`src/rtl/xor8_descrambler.sv`:
```
// Byte-wide additive descrambler (x^7 + x^4 + 1). It checks an XOR parity trailer per frame
// and drives a single registered valid/ready output stage.
module xor8_descrambler #(
  parameter logic [6:0] SEED         = 7'h7F,
  parameter bit         CHECK_PARITY = 1'b1
) (
  input  logic       clk,
  input  logic       rst_n,
  input  logic       seed_load,
  input  logic [6:0] seed,
  input  logic       in_valid,
  output logic       in_ready,
  input  logic [7:0] in_data,
  input  logic       in_last,
  output logic       out_valid,
  input  logic       out_ready,
  output logic [7:0] out_data,
  output logic       out_last,
  output logic       out_err,
  output logic [7:0] frame_len
);

  // Eight serial LFSR steps; returns {state after 8 steps, keystream byte with k_0 as LSB}
  function automatic logic [14:0] lfsr_run8(input logic [6:0] s);
    logic [6:0] st;
    logic [7:0] ks;
    logic       k;
    st = s;
    ks = 8'h00;
    for (int i = 0; i < 8; i++) begin
      k     = st[6] ^ st[3];
      ks[i] = k;
      st    = {st[5:0], k};
    end
    return {st, ks};
  endfunction

  // An all-zero seed would lock the LFSR, so it falls back to SEED
  function automatic logic [6:0] seed_guard(input logic [6:0] s);
    return (s == 7'h00) ? SEED : s;
  endfunction

  function automatic logic parity_mismatch(input logic [7:0] trailer, input logic [7:0] acc);
    return |(trailer ^ acc);
  endfunction

  function automatic logic [7:0] sat_inc(input logic [7:0] c);
    return (c == 8'hFF) ? 8'hFF : c + 8'd1;
  endfunction

  logic [6:0] lfsr_r;
  logic [7:0] acc_r;
  logic [7:0] count_r;
  logic       out_valid_r;
  logic [7:0] out_data_r;
  logic       out_last_r;
  logic       out_err_r;
  logic [7:0] frame_len_r;

  logic       in_ready_s;
  logic       accept_s;
  logic [6:0] lfsr_adv_s;
  logic [7:0] ks_s;
  logic [7:0] plain_s;
  logic [6:0] lfsr_nxt_s;

  // Handshake, keystream and next-LFSR selection (seed_load overrides any beat-driven update)
  always_comb begin
    in_ready_s           = !out_valid_r || out_ready;
    accept_s             = in_valid && in_ready_s;
    {lfsr_adv_s, ks_s}   = lfsr_run8(lfsr_r);
    plain_s              = in_data ^ ks_s;
    lfsr_nxt_s           = lfsr_r;
    if (seed_load) begin
      lfsr_nxt_s = seed_guard(seed);
    end else if (accept_s && in_last) begin
      lfsr_nxt_s = SEED;
    end else if (accept_s) begin
      lfsr_nxt_s = lfsr_adv_s;
    end else begin
      lfsr_nxt_s = lfsr_r;
    end
  end

  // Output stage, frame parity accumulator and data-byte counter
  always_ff @(posedge clk or negedge rst_n) begin
    if (!rst_n) begin
      lfsr_r      <= SEED;
      acc_r       <= 8'h00;
      count_r     <= 8'h00;
      out_valid_r <= 1'b0;
      out_data_r  <= 8'h00;
      out_last_r  <= 1'b0;
      out_err_r   <= 1'b0;
      frame_len_r <= 8'h00;
    end else begin
      lfsr_r <= lfsr_nxt_s;
      if (accept_s) begin
        out_valid_r <= 1'b1;
        out_data_r  <= plain_s;
        out_last_r  <= in_last;
        if (in_last) begin
          out_err_r   <= CHECK_PARITY ? parity_mismatch(plain_s, acc_r) : 1'b0;
          frame_len_r <= count_r;
          acc_r       <= 8'h00;
          count_r     <= 8'h00;
        end else begin
          acc_r   <= acc_r ^ plain_s;
          count_r <= sat_inc(count_r);
        end
      end else if (out_ready) begin
        out_valid_r <= 1'b0;
      end else begin
        out_valid_r <= out_valid_r;
      end
    end
  end

  assign in_ready  = in_ready_s;
  assign out_valid = out_valid_r;
  assign out_data  = out_data_r;
  assign out_last  = out_last_r;
  assign out_err   = out_err_r;
  assign frame_len = frame_len_r;

endmodule

```
`config.mk`:
```
export PLATFORM = sky130hd
export DESIGN_NAME = xor8_descrambler
export DESIGN_NICKNAME = d
export VERILOG_FILES = /design/src/rtl/xor8_descrambler.sv
export SDC_FILE = /design/constraint.sdc
export NUM_CORES = 1
export LEC_CHECK = 0
export ABC_AREA = 1
export CAP_MARGIN = 25
export CORE_ASPECT_RATIO = 1.25
export CORE_MARGIN = 3
export CORE_UTILIZATION = 34
export CTS_CLUSTER_SIZE = 25
export DETAILED_ROUTE_END_ITERATION = 10
export GPL_TIMING_DRIVEN = 1
export PLACE_DENSITY = 0.66
export SYNTH_ARGS = -nofsm -noshare
export SYNTH_HDL_FRONTEND = slang
export SYNTH_SLANG_ARGS = --single-unit
```
`constraint.sdc`:
```
create_clock -name clk -period 2.3 [get_ports clk]
set_input_delay 0.46 -clock clk [delete_from_list [all_inputs] [get_ports clk]]
set_output_delay 0.46 -clock clk [all_outputs]
set_load 0.05 [all_outputs]
```
; Word level (Yosys, flattened, before mapping)
; Index checks and enable logic that the tools add are counted.
[word_totals]
input_bits = 21
ff_bits = 42
wordCells = 38
[classes]
n_mux = 9
bitwise_logic = 10
reduce_logical = 9
addsub = 1
eq_ne = 1
[ops]
columns = operator, n
row1 = 7-bit two-way mux, 4
row2 = 8-bit two-way mux, 3
row3 = 8-bit bitwise XOR, 2
row4 = 8-bit by 1-bit adder with 8-bit output (second input constant), 1
row5 = 8-bit equality test (second input constant), 1
row6 = 8-bit OR reduction, 1
row7 = 1-bit bitwise XOR, 8
row8 = 7-bit logical NOT, 1
row9 = 3-bit nonzero test, 1
row10 = 1-bit logical AND, 2
row11 = 1-bit two-way mux, 2
row12 = 2-bit AND reduction, 1
row13 = 2-bit nonzero test, 1
row14 = 1-bit logical NOT, 1
row15 = 1-bit logical OR, 1

; Depth between registers and ports, before layout
[depth]
word_depth = 6
mapped_depth = 12

; Worst setup path before layout
; OpenSTA, ideal clock, no wires.
[synth_timing]
kind = reg-to-reg
from = register out_valid_r (netlist: out_valid)
to = register out_err_r (netlist: out_err)
path_slack_ns = 0.415
n_path_buf = 1
arrival_time_ns = 1.772
synth_period_minus_slack_ns = 1.885
setup_time_ns = 0.113
path_stages_with_launch = 10
cell_sequence = dfrtp_1 > nand2_2 > nand2_4 > inv_2 > nand2_1 > buf_4 > inv_1 > or2_2 > nand2_1 > inv_1
[synth_via]
elab_chain_cells = 4
[synth_rtl]
columns = element, line_no
row1 = from (decl), 54  ; logic out_valid_r;
row2 = from (signal assigned), 114  ; out_valid_r <= out_valid_r;
row3 = 1-bit logical NOT, 69  ; in_ready_s = !out_valid_r || out_ready;
row4 = 1-bit logical OR, 69
row5 = via in_ready, 12  ; output logic in_ready,
row6 = 1-bit logical AND, 70  ; accept_s = in_valid && in_ready_s;
row7 = 2-bit AND reduction (no line), --
row8 = to (signal assigned), 103  ; out_err_r <= CHECK_PARITY ? parity_mismatch(plain_s, acc_r) : 1'b0;
row9 = to (decl), 57  ; logic out_err_r;
; The timed path passes the listed nets, and every way through them passes these cells.
; A chain may end at the register's enable or synchronous reset.

; Worst setup path after layout
[layout_timing]
from = register out_data_r[6] (netlist: out_data[6])
to = output out_data[6]
[layout_rtl]
columns = element, line_no
row1 = from (decl), 55  ; logic [7:0] out_data_r;
row2 = from (signal assigned), 100  ; out_data_r <= plain_s;
row3 = to (decl), 17  ; output logic [7:0] out_data,
; No word-level cell between the ends.

==> results.cfg <==
[run_status]
status = completed

[power_and_ir_drop]
ir_worst_vdd_uv = 439.1
powerDensity_nw_per_um2 = 813.0
netSwitchingFraction = 0.3957
p_int_mw = 1.430
seqPwrFrac = 0.403
power_frac_clock = 0.217
switchingPower_mw = 0.9367
power_frac_comb = 0.380
p_leak_nw = 1.396
power.total_mw = 2.367

[timing]
drv_slew = 0
hold_viol = 0
tns_ns = 0
skew_ns = 0.009025
rsz0062_at_grt = false
setup_viol = 0
max_freq_mhz = 516.5
worstMarginPinSlew_ns = 0.5383
period_minus_slack_ns = 1.936
whs_ns = 0.2226
relSlewSlack = 0.6411
finalCritPeriodShare = 0.8417
setup_ws_ns = 0.3640

[clock_tree]
clk_path_buf_depth = 2
numCtsBuffers = 5
clock-sinks = 42
cts_max_level = 2
cts_root_buffer = clkbuf_8
path_clk_slew_ns = 0.09
cts_hold_buf = 0
post_cts_buffers = 0
clk_latency_ns = 0.29
cts_tree = yes
ctsResizeCount = 0

[logic_synthesis]
synthesis.nets = 326
syn_area_per_cell_um2 = 7.495
synth_area_um2 = 2278
synth-edff-count = 0
ys.flop_type = dfrtp_1
ys_seq_elements = 42
yosysUniqueCellTypes = 27
yosysSeqAreaShare = 0.4651
synthCells = 304
async_flop_share = 1.000
ys_warn_count = 0

[setup_path]
worstPathMaxFanout = 2
startpoint_type = flop
ff2ff_path_depth = 11
path_class = flop to output pin
slowest_delay_ns = 0.81
r2r_slack_ns = 0.62
crit_chain = clkdlybuf4s50_1
regToRegStartpoint = lfsr_r[3]
end_kind = output pin
cp.arrival_ns = 1.48
crit_family = buffers and inverters
required_ns = 1.84
timing.critical_path.buf_inv = 1
startpoint = out_data[6]
crit_slowest_cell = clkdlybuf4s50_1
cp.depth = 1

[drt]
ant_nets = 0
wire_per_inst_um = 12.45
dr.pass1.iters = 4
vias_per_cell = 4.852
wl_um = 5451
drc_errors = 0
dr_total_vias = 2125
drtIter0Drc = 100

[hold_path]
worstHoldPathType = input port to async pin

[final_layout]
fill_cells = 660
final_layout_size_suffix_gt1_frac = 0.1218
seqCellArea_um2 = 1060
multi_input_area_um2 = 1023
antenna-diode-count = 0
syn_to_final_growth_pct = 27.79
stdcell_count = 438
layout.nets = 374

[floorplan]
start_util = 0.3602
die_x_um = 79.22
coreArea_um2 = 6326
dieArea_um2 = 7726
die_h_um = 97.53
num_rows = 32
top_level_ports = 41

[global_route]
grt-ovfl-total = 0
grt_pass1_vias = 2153
antenna_found_initial = 0
track_usage = 0.1507
grt_pass1_wl_um = 9473
grt_max_degree = 43

[place]
place_ws_ns = 0.2054
dp_cells = 430
globalplace.congestion = 0.8633
io_buffers = 40
hpwl_um = 4138

[job]
drv_cap = 0
final cells by class:
class                           instances  share of cell area
Clock buffer                            6             0.02836
Clock inverter                          2            0.005587
Inverter                               44             0.05673
Multi-Input combinational cell        212              0.3515
Sequential cell                        42              0.3640
Tap cell                               85             0.03653
Timing Repair Buffer                   47              0.1573
cells by family after synthesis:
family / count (synthesis) / synth area share
compound gates: 47 / 0.1142
xor+xnor: 1 / 0.003845
fa+ha+maj: 1 / 0.005491
buf+inv: 50 / 0.08566
flops: 42 / 0.4651
simple gates: 163 / 0.3256
worst paths after layout:
check | to
setup / recovery | out_data[6]
hold / removal | out_data[7]
setup reg to reg | out_err
hold reg to reg | frame_len[0]
max in group asynchronous | lfsr_r[4]
min in group clk | frame_len[0]
registers in the layout, indices dropped and copies added (netlist names):
name / cells
out_data: 8
out_valid: 1
out_err: 1
frame_len: 8
lfsr_r: 7
out_last: 1
acc_r: 8
count_r: 8
layer usage:
metal / part of all wire / routed length [µm] / global-route usage
met5: 0 / 0 / 0
met4: 0.015 / 80 / 0.05820
met3: 0.045 / 244 / 0.02876
met2: 0.48 / 2614 / 0.2471
met1: 0.46 / 2511 / 0.1941
power groups by stage:
stage               Sequential, mW  Combinational (mW)  Clock, mW
floorplan                     1.14               0.441          0
global placement             0.967               0.896          0
detailed placement           0.967               0.905          0
CTS                          0.955               0.908      0.534
global route                 0.971               0.999      0.567
finish                       0.953               0.899      0.514
synthesized netlist by cell type (2+ instances only):
| cell type | count | area [µm²] |
|---|---|---|
| nand2_1 | 85 | 319.1 |
| nand2_4 | 3 | 33.78 |
| o21ai_0 | 27 | 135.1 |
| nand2_2 | 7 | 43.79 |
| inv_2 | 4 | 15.01 |
| inv_1 | 40 | 150.1 |
| or2_2 | 2 | 12.51 |
| a21oi_1 | 3 | 15.01 |
| nor2_1 | 13 | 48.80 |
| nor3_1 | 6 | 30.03 |
| buf_2 | 3 | 15.01 |
| clkbuf_1 | 2 | 7.510 |
| a31oi_1 | 6 | 37.54 |
| dfstp_2 | 7 | 183.9 |
| o22ai_1 | 9 | 56.30 |
| dfrtp_1 | 35 | 875.8 |
| nand3_1 | 42 | 210.2 |
through the flow:
stage	instance area [µm²]	util
2_1_floorplan	2278	-
3_3_place_gp	2813	0.4446
3_5_place_dp	2813	0.4446
4_1_cts	2912	0.4602
5_1_grt	2912	0.4602
6_report	2912	0.4602
cells in the final DEF, fill, tap and decap left out:
cell,n
nor2_1,13
clkbuf_8,6
nor2_4,1
dfrtp_1,35
or2_2,2
inv_2,4
o21ai_0,27
clkinvlp_4,1
a21oi_1,3
nand2_4,3
o41ai_1,1
nand2_2,7
nand3_2,1
clkdlybuf4s50_1,38
dfstp_2,7
xor2_1,1
nor3_2,1
a31oi_1,6
o22ai_1,9
nor4_1,1
o211ai_1,1
buf_2,1
nand4_1,1
nand3_1,42
nor3_1,6
inv_1,40
buf_4,7
inv_6,1
ha_1,1
buf_12,1
nand2_1,85
Note: power is estimated with default switching activity, not from simulation.
